===== src/rtl/mac_pkg.sv =====
// Shared definitions for the MAC datapath: default widths and divider FSM state encoding.
package mac_pkg;

  localparam int unsigned MAC_DW = 16;
  localparam int unsigned MAC_SW = 8;

  typedef enum logic [1:0] {
    ST_IDLE = 2'd0,
    ST_BUSY = 2'd1,
    ST_DONE = 2'd2
  } div_state_t;

endpackage


===== src/rtl/mac_acc_divider_div_step.sv =====
// One restoring-division step: shift the next dividend bit into the partial remainder,
// then compare and subtract.
module div_step #(
  parameter int unsigned SW = 8
) (
  input  logic [SW:0]   pr,
  input  logic          msb,
  input  logic [SW-1:0] divisor,
  output logic [SW:0]   pr_next,
  output logic          qbit
);

  logic [SW:0] w_shift;
  logic        w_unused;

  // The partial remainder always stays below the divisor, so its top bit is always zero.
  assign w_unused = pr[SW];
  assign w_shift  = {pr[SW-1:0], msb};
  assign qbit     = (w_shift >= {1'b0, divisor});
  assign pr_next  = qbit ? (w_shift - {1'b0, divisor}) : w_shift;

endmodule


===== src/rtl/mac_acc_divider.sv =====
// Sequential restoring divider for MAC accumulator results: one quotient bit per clock,
// with valid/ready handshakes on the input and result sides.
module mac_acc_divider
  import mac_pkg::*;
#(
  parameter int unsigned DW = MAC_DW,
  parameter int unsigned SW = MAC_SW
) (
  input  logic          clk,
  input  logic          rst,
  input  logic          in_valid,
  output logic          in_ready,
  input  logic [DW-1:0] dividend,
  input  logic [SW-1:0] divisor,
  output logic          out_valid,
  input  logic          out_ready,
  output logic [DW-1:0] quotient,
  output logic [SW-1:0] remainder,
  output logic          div_by_zero
);

  localparam int unsigned CW = $clog2(DW + 1);

  div_state_t    r_state;
  logic [DW-1:0] r_sh;
  logic [SW-1:0] r_div;
  logic [SW:0]   r_pr;
  logic [CW-1:0] r_cnt;
  logic [DW-1:0] r_quot;
  logic [SW-1:0] r_rem;
  logic          r_dbz;

  logic [SW:0]   w_pr_next;
  logic          w_qbit;

  div_step #(.SW(SW)) u_step (
    .pr      (r_pr),
    .msb     (r_sh[DW-1]),
    .divisor (r_div),
    .pr_next (w_pr_next),
    .qbit    (w_qbit)
  );

  // Handshake flags decode straight from the state register.
  assign in_ready    = (r_state == ST_IDLE);
  assign out_valid   = (r_state == ST_DONE);
  assign quotient    = r_quot;
  assign remainder   = r_rem;
  assign div_by_zero = r_dbz;

  always_ff @(posedge clk or posedge rst) begin
    if (rst) begin
      r_state <= ST_IDLE;
      r_sh    <= '0;
      r_div   <= '0;
      r_pr    <= '0;
      r_cnt   <= '0;
      r_quot  <= '0;
      r_rem   <= '0;
      r_dbz   <= 1'b0;
    end else begin
      case (r_state)
        ST_IDLE: begin
          if (in_valid) begin
            r_sh  <= dividend;
            r_div <= divisor;
            r_pr  <= '0;
            r_cnt <= CW'(DW);
            // A zero divisor short-circuits straight to a saturated result.
            if (divisor == '0) begin
              r_quot  <= '1;
              r_rem   <= dividend[SW-1:0];
              r_dbz   <= 1'b1;
              r_state <= ST_DONE;
            end else begin
              r_state <= ST_BUSY;
            end
          end
        end
        ST_BUSY: begin
          r_pr  <= w_pr_next;
          r_sh  <= {r_sh[DW-2:0], w_qbit};
          r_cnt <= r_cnt - CW'(1);
          if (r_cnt == CW'(1)) begin
            r_quot  <= {r_sh[DW-2:0], w_qbit};
            r_rem   <= w_pr_next[SW-1:0];
            r_dbz   <= 1'b0;
            r_state <= ST_DONE;
          end
        end
        ST_DONE: begin
          if (out_ready) begin
            r_state <= ST_IDLE;
          end
        end
        default: r_state <= ST_IDLE;
      endcase
    end
  end

endmodule


===== config.mk =====
export PLATFORM = sky130hd
export DESIGN_NAME = mac_acc_divider
export DESIGN_NICKNAME = d
export VERILOG_FILES = /design/src/rtl/mac_pkg.sv /design/src/rtl/mac_acc_divider_div_step.sv /design/src/rtl/mac_acc_divider.sv
export SDC_FILE = /design/constraint.sdc
export NUM_CORES = 1
export LEC_CHECK = 0
export ABC_AREA = 0
export CAP_MARGIN = 10
export CORE_MARGIN = 2
export CORE_UTILIZATION = 35
export CTS_BUF_LIST = sky130_fd_sc_hd__clkbuf_8
export CTS_CLUSTER_DIAMETER = 50
export CTS_CLUSTER_SIZE = 20
export DETAILED_ROUTE_END_ITERATION = 8
export PLACE_DENSITY = 0.58
export SLEW_MARGIN = 20
export SYNTH_ARGS = -nofsm -noshare
export SYNTH_HDL_FRONTEND = slang
export SYNTH_SLANG_ARGS = --single-unit

===== constraint.sdc =====
create_clock -name clk -period 6 [get_ports clk]
set_input_delay 1.2 -clock clk [delete_from_list [all_inputs] [get_ports clk]]
set_output_delay 1.2 -clock clk [all_outputs]
set_load 0.05 [all_outputs]

# Word-level counts from Yosys, hierarchy flattened

Cells that the tools add are included.

Flip-flop bits (word level): 64
Input port bits: 28
Output and inout bits: 27
Logic and storage cells: 49

Add/subtract/negate cells: 2
Magnitude comparators: 1
Equal/unequal tests: 7
Mux-type cells: 24
Reductions and logical operators: 7

Operator list:

| kind                                                                   | count |
|---|---|
| 16-bit two-way mux                                                     | 4 |
| 16-bit one-hot mux with 2 select lines                                 | 2 |
| 8-bit two-way mux                                                      | 5 |
| 8-bit one-hot mux with 2 select lines                                  | 2 |
| 5-bit one-hot mux with 2 select lines                                  | 1 |
| 9-bit by 8-bit greater-or-equal comparator with 1-bit output           | 1 |
| 8-bit zero test                                                        | 1 |
| 2-bit two-way mux                                                      | 4 |
| 8-bit subtractor                                                       | 1 |
| 2-bit one-hot mux with 3 select lines                                  | 1 |
| 5-bit by 1-bit equality test with 1-bit output (second input constant) | 1 |
| 5-bit two-way mux                                                      | 1 |
| 5-bit by 1-bit subtractor with 5-bit output (second input constant)    | 1 |
| 2-bit by 1-bit != test with 1-bit output (second input constant)       | 2 |
| 2-bit != test (second input constant)                                  | 2 |
| 2-bit AND reduction                                                    | 2 |
| 4-bit AND reduction                                                    | 1 |
| 1-bit two-way mux                                                      | 3 |
| 3-bit AND reduction                                                    | 1 |
| 2-bit by 1-bit equality test with 1-bit output (second input constant) | 1 |
| 2-bit equality test (second input constant)                            | 1 |
| 2-bit zero test                                                        | 1 |
| 1-bit one-hot mux with 2 select lines                                  | 1 |
| 2-bit nonzero test                                                     | 1 |

# Longest topological paths before layout

Depth in word-level cells: 4
Mapped depth: 9
Mapped depth without buffers: 9

# Modules after synthesis

Synthesis repeated with hierarchy kept, for this count alone.

Cell total of the unflattened synthesis: 378
Area, all modules: 3293.2 um^2

Modules (own cells, without submodules):

| module          | times used | cells each | area an instance (um^2) | seq. area each (um^2) |
|---|---|---|---|---|
| mac_acc_divider | 1          | 302        | 2746.4                  | 1626.6 |
| div_step        | 1          | 76         | 546.8                   | 0.0 |

# Least setup slack after synthesis

Ideal clock, no wire load.

Path kind: input-to-reg
From: input divisor[4]
To: register r_rem[2], in the netlist remainder[2]
Setup time: 84 ps
Data arrival time: 2410 ps
Data required time: 5916 ps
Slack: 3506 ps
Cell stages on the path: 6
Path buffers: 1
Path through: nor4_1 nand3_2 nand2_4 buf_8 nor2_1 a41oi_2

Cells in the longest elaborated chain, start to end: 3

RTL lines:

| what                                               | RTL line              | source |
|---|---|---|
| from (decl)                                        | mac_acc_divider.sv:14 | `input logic [SW-1:0] divisor,` |
| 8-bit zero test                                    | mac_acc_divider.sv:70 | `if (divisor == '0) begin` |
| 2-bit by 1-bit != test with 1-bit output (no line) | n/a                   |  |
| 4-bit AND reduction (no line)                      | n/a                   |  |
| to (signal assigned)                               | mac_acc_divider.sv:72 | `r_rem <= dividend[SW-1:0];` |
| to (signal assigned)                               | mac_acc_divider.sv:86 | `r_rem <= w_pr_next[SW-1:0];` |
| to (decl)                                          | mac_acc_divider.sv:30 | `logic [SW-1:0] r_rem;` |

Every way passes these cells.
A chain may end at the register's enable or synchronous reset.

# Final worst setup path

From: input divisor[4]
To: register r_rem[1], in the netlist remainder[1]

Same word-level chain as after synthesis.

==> reports/metrics.yaml <==
clocking:
  clk_transition_reported_paths_ns: 0.09
  ctsHoldBuffers: 0
  cts_buffer_depth: 2
  h-tree-depth: 3
  clock_latency_ns: 0.35
  numCtsBuffers: 9
  clockRootBuffer: "clkbuf_8"
  tritoncts: "done"
  cts-resized-gates: 0
  clock-sinks: 64
  cts_setup_buffers: 0
floorplanning:
  die_w_um: 102
  core_area_um2: 9280
  dieArea_um2: 10400
  start_util_pct: 36.1
  pin_count: 55
  dieHeight_um: 102
  num_rows: 35
job:
  cap_violations: 0
layout:
  drive_gt1_share_pct: 7.64
  synthToLayoutAreaGrowth_pct: 25.4
  final_core_util_pct: 45.3
  fin_nets: 453
  antenna_cells: 0
yosys:
  seq_area_frac_synth_pct: 47.8
  synth_area_leaders: "dfrtp_1, nand2_1, nor2_1"
  synthArstFlopShare_pct: 100
  ys_seq_elements: 64
  synth-edff-count: 0
  netlist_instances: 366
  synth_top_area_cell: "dfrtp_1"
  syn_area_um2: 3350
  yosys_warnings: 0
  syn_nets: 405
  synth_ff_type: "dfrtp_1"
  yosysUniqueCellTypes: 51
  syn_area_per_cell_um2: 9.16
  synth_top_area_share_pct: 47.8
routing:
  wl_mm: 8.50
  final_antenna_net_count: 0
  firstDrtPassIters: 5
  vias: 2870
  drt_iter0_drc: 145
  viasPerCell: 5.24
  post_drt_wl_per_cell_um: 15.5
  drc_errors: 0
setup_path:
  worstPathMaxFanout: 22
  crit_buf_inv: 1
  regToRegEndpoint: "remainder[6]$_DFFE_PP0P_"
  path_cells: "clkdlybuf4s50_1 -> nor4_1 -> nand3_2 -> nand2_4 -> o211ai_1 -> and3_1"
  critPathLaunchType: "primary input"
  cp-end-kind: "register"
  cp_slowest_cell: "nor4_1"
  ff2ff_path_depth: 5
  rrSetupSlack_ns: 3.00
  worst_ep_required_time_ns: 6.24
  r2r-start: "r_state[1]$_DFFE_PP0P_"
  worstSetupPathType: "in -> reg"
  crit_path_max_incr_delay_ns: 0.79
  crit_arrival_ns: 3.45
  cpLargestDelayFamily: "simple AND/OR/NAND/NOR gates"
global_route:
  track_usage_pct: 17.1
  antenna_found_initial: 0
  overflow: 0
  grt_pass1_vias: 2641
  grt_max_degree: 65
  grt_pass1_wl_mm: 13.8
run_status:
  outcome: "completed"
pwr:
  powerDensity_nw_per_um2: 661
  power_switching_share_pct: 47.9
  pwr-share-comb_pct: 55.5
  peakVddDrop_v: 0.000205
  seq_power_share_pct: 29.0
  clock_power_share_pct: 15.5
  switchingPower_mw: 1.33
  p_int_mw: 1.45
  p_leak_nw: 1.75
sta:
  hold_viol_final: 0
  rsz0062_at_grt: "false"
  setup-tns-final_ns: 0
  fin_worst_skew_ns: 0.0129
  slew_violations: 0
  worstMarginPinSlew_ns: 1.03
  max_freq_mhz: 311
  period_minus_slack_ns: 3.21
  relSlewSlack_pct: 31.1
  period_share_pct: 53.5
  setup_viol: 0
placed_design:
  place.gp.congestion: 0.839
  dp_hpwl_mm: 5.87
  portBuffers: 54
worst_hold_path:
  hp-start: "quotient[8]$_DFFE_PP0P_"
  holdPathStages: 1
  min_to: "quotient[8]$_DFFE_PP0P_"
  hp-class: "reg -> reg"
flip-flops by register name, indices dropped and copies added, names as in the netlist:
signal,cells
r_div,8
quotient,16
div_by_zero,1
r_cnt,5
r_sh,16
remainder,8
r_state,2
r_pr,8
power groups by stage:
stage	logic, mW	clock network (mW)	registers, mW
final	1.54	0.431	0.806
after global routing	1.70	0.457	0.833
after CTS	1.54	0.441	0.807
after detailed placement	1.54	0	0.815
after global placement	1.51	0	0.810
after floorplan	0.881	0	1.04
synthesized netlist by cell type (10+ instances only):
| cell | n |
|---|---|
| o21ai_0 | 16 |
| nand3_1 | 18 |
| ha_1 | 10 |
| nor3_1 | 13 |
| nor2_1 | 38 |
| inv_1 | 15 |
| clkbuf_1 | 13 |
| a31oi_1 | 21 |
| dfrtp_1 | 64 |
| nand2_1 | 51 |
| and3_1 | 11 |
worst max path at each step:
stage                from                       end  slack [ns]  cells after the start
5_1_grt        divisor[5]  remainder[1]$_DFFE_PP0P_        2.67                      6
6_report       divisor[4]  remainder[1]$_DFFE_PP0P_        2.79                      6
3_3_place_gp   divisor[4]  remainder[1]$_DFFE_PP0P_        2.50                      6
2_1_floorplan         rst   div_by_zero$_DFFE_PP0P_        3.20                      1
3_5_place_dp   divisor[4]  remainder[1]$_DFFE_PP0P_        2.46                      6
4_1_cts        divisor[4]  remainder[1]$_DFFE_PP0P_        2.83                      6
cells in the final DEF, fill, tap and decap left out, types with 4 or more instances in the layout:
| master | instances |
|---|---|
| nor2_1 | 38 |
| nand3_1 | 18 |
| o21ai_0 | 16 |
| nand2_1 | 51 |
| o211ai_1 | 8 |
| nor3_1 | 13 |
| o31ai_1 | 5 |
| clkdlybuf4s50_1 | 54 |
| clkbuf_8 | 9 |
| nor4_1 | 4 |
| inv_1 | 14 |
| dfrtp_1 | 64 |
| a21oi_1 | 8 |
| nand4_1 | 8 |
| and3_1 | 11 |
| buf_4 | 5 |
| a31oi_1 | 21 |
| o22a_1 | 8 |
| ha_1 | 10 |
routing by layer:
layer / track usage, % / wire length (um)
met5: 0 / 0
met4: 5.74 / 63
met3: 2.74 / 445
met2: 26.6 / 3950
met1: 24.5 / 4040
worst reg2reg max path, stage by stage, from the launching register on:
cell      delay [ns]
dfrtp_1         0.50
nand2b_2        0.87
or2_1           0.85
nand2_4         0.37
o21bai_2        0.23
a31oi_2         0.05
cell families (layout without fill, tap and decap cells):
group / count (synthesis) / count (layout) / synth area share, %
compound gates: 88 / 88 / 18.2
buf+inv: 38 / 91 / 5.41
simple gates: 159 / 159 / 22.8
fa+ha+maj: 11 / 11 / 4.33
flops: 64 / 64 / 47.8
xor+xnor: 6 / 6 / 1.57
per-stage QoR:
step | hold slack (ns) | setup WS [ns] | total power, mW | instance area [um2] | instances
2_1_floorplan | 0.452 | 3.20 | 1.92 | 3350 | 366
3_3_place_gp | 0.477 | 2.50 | 2.32 | 3980 | 532
3_5_place_dp | 0.480 | 2.46 | 2.35 | 3980 | 532
4_1_cts | 0.505 | 2.83 | 2.79 | 4210 | 548
5_1_grt | 0.522 | 2.67 | 2.99 | 4210 | 548
6_report | 0.503 | 2.79 | 2.78 | 4210 | 548
cell type report:
class,instances,area (um2)
clock inverters,7,103
well taps,129,161
fillers,930,5080
repair buffers,59,578
flip-flops and latches,64,1600
multi-input cells,264,1580
clock buffers,9,124
inverters,16,60.1
(Power assumes the default switching activity.)
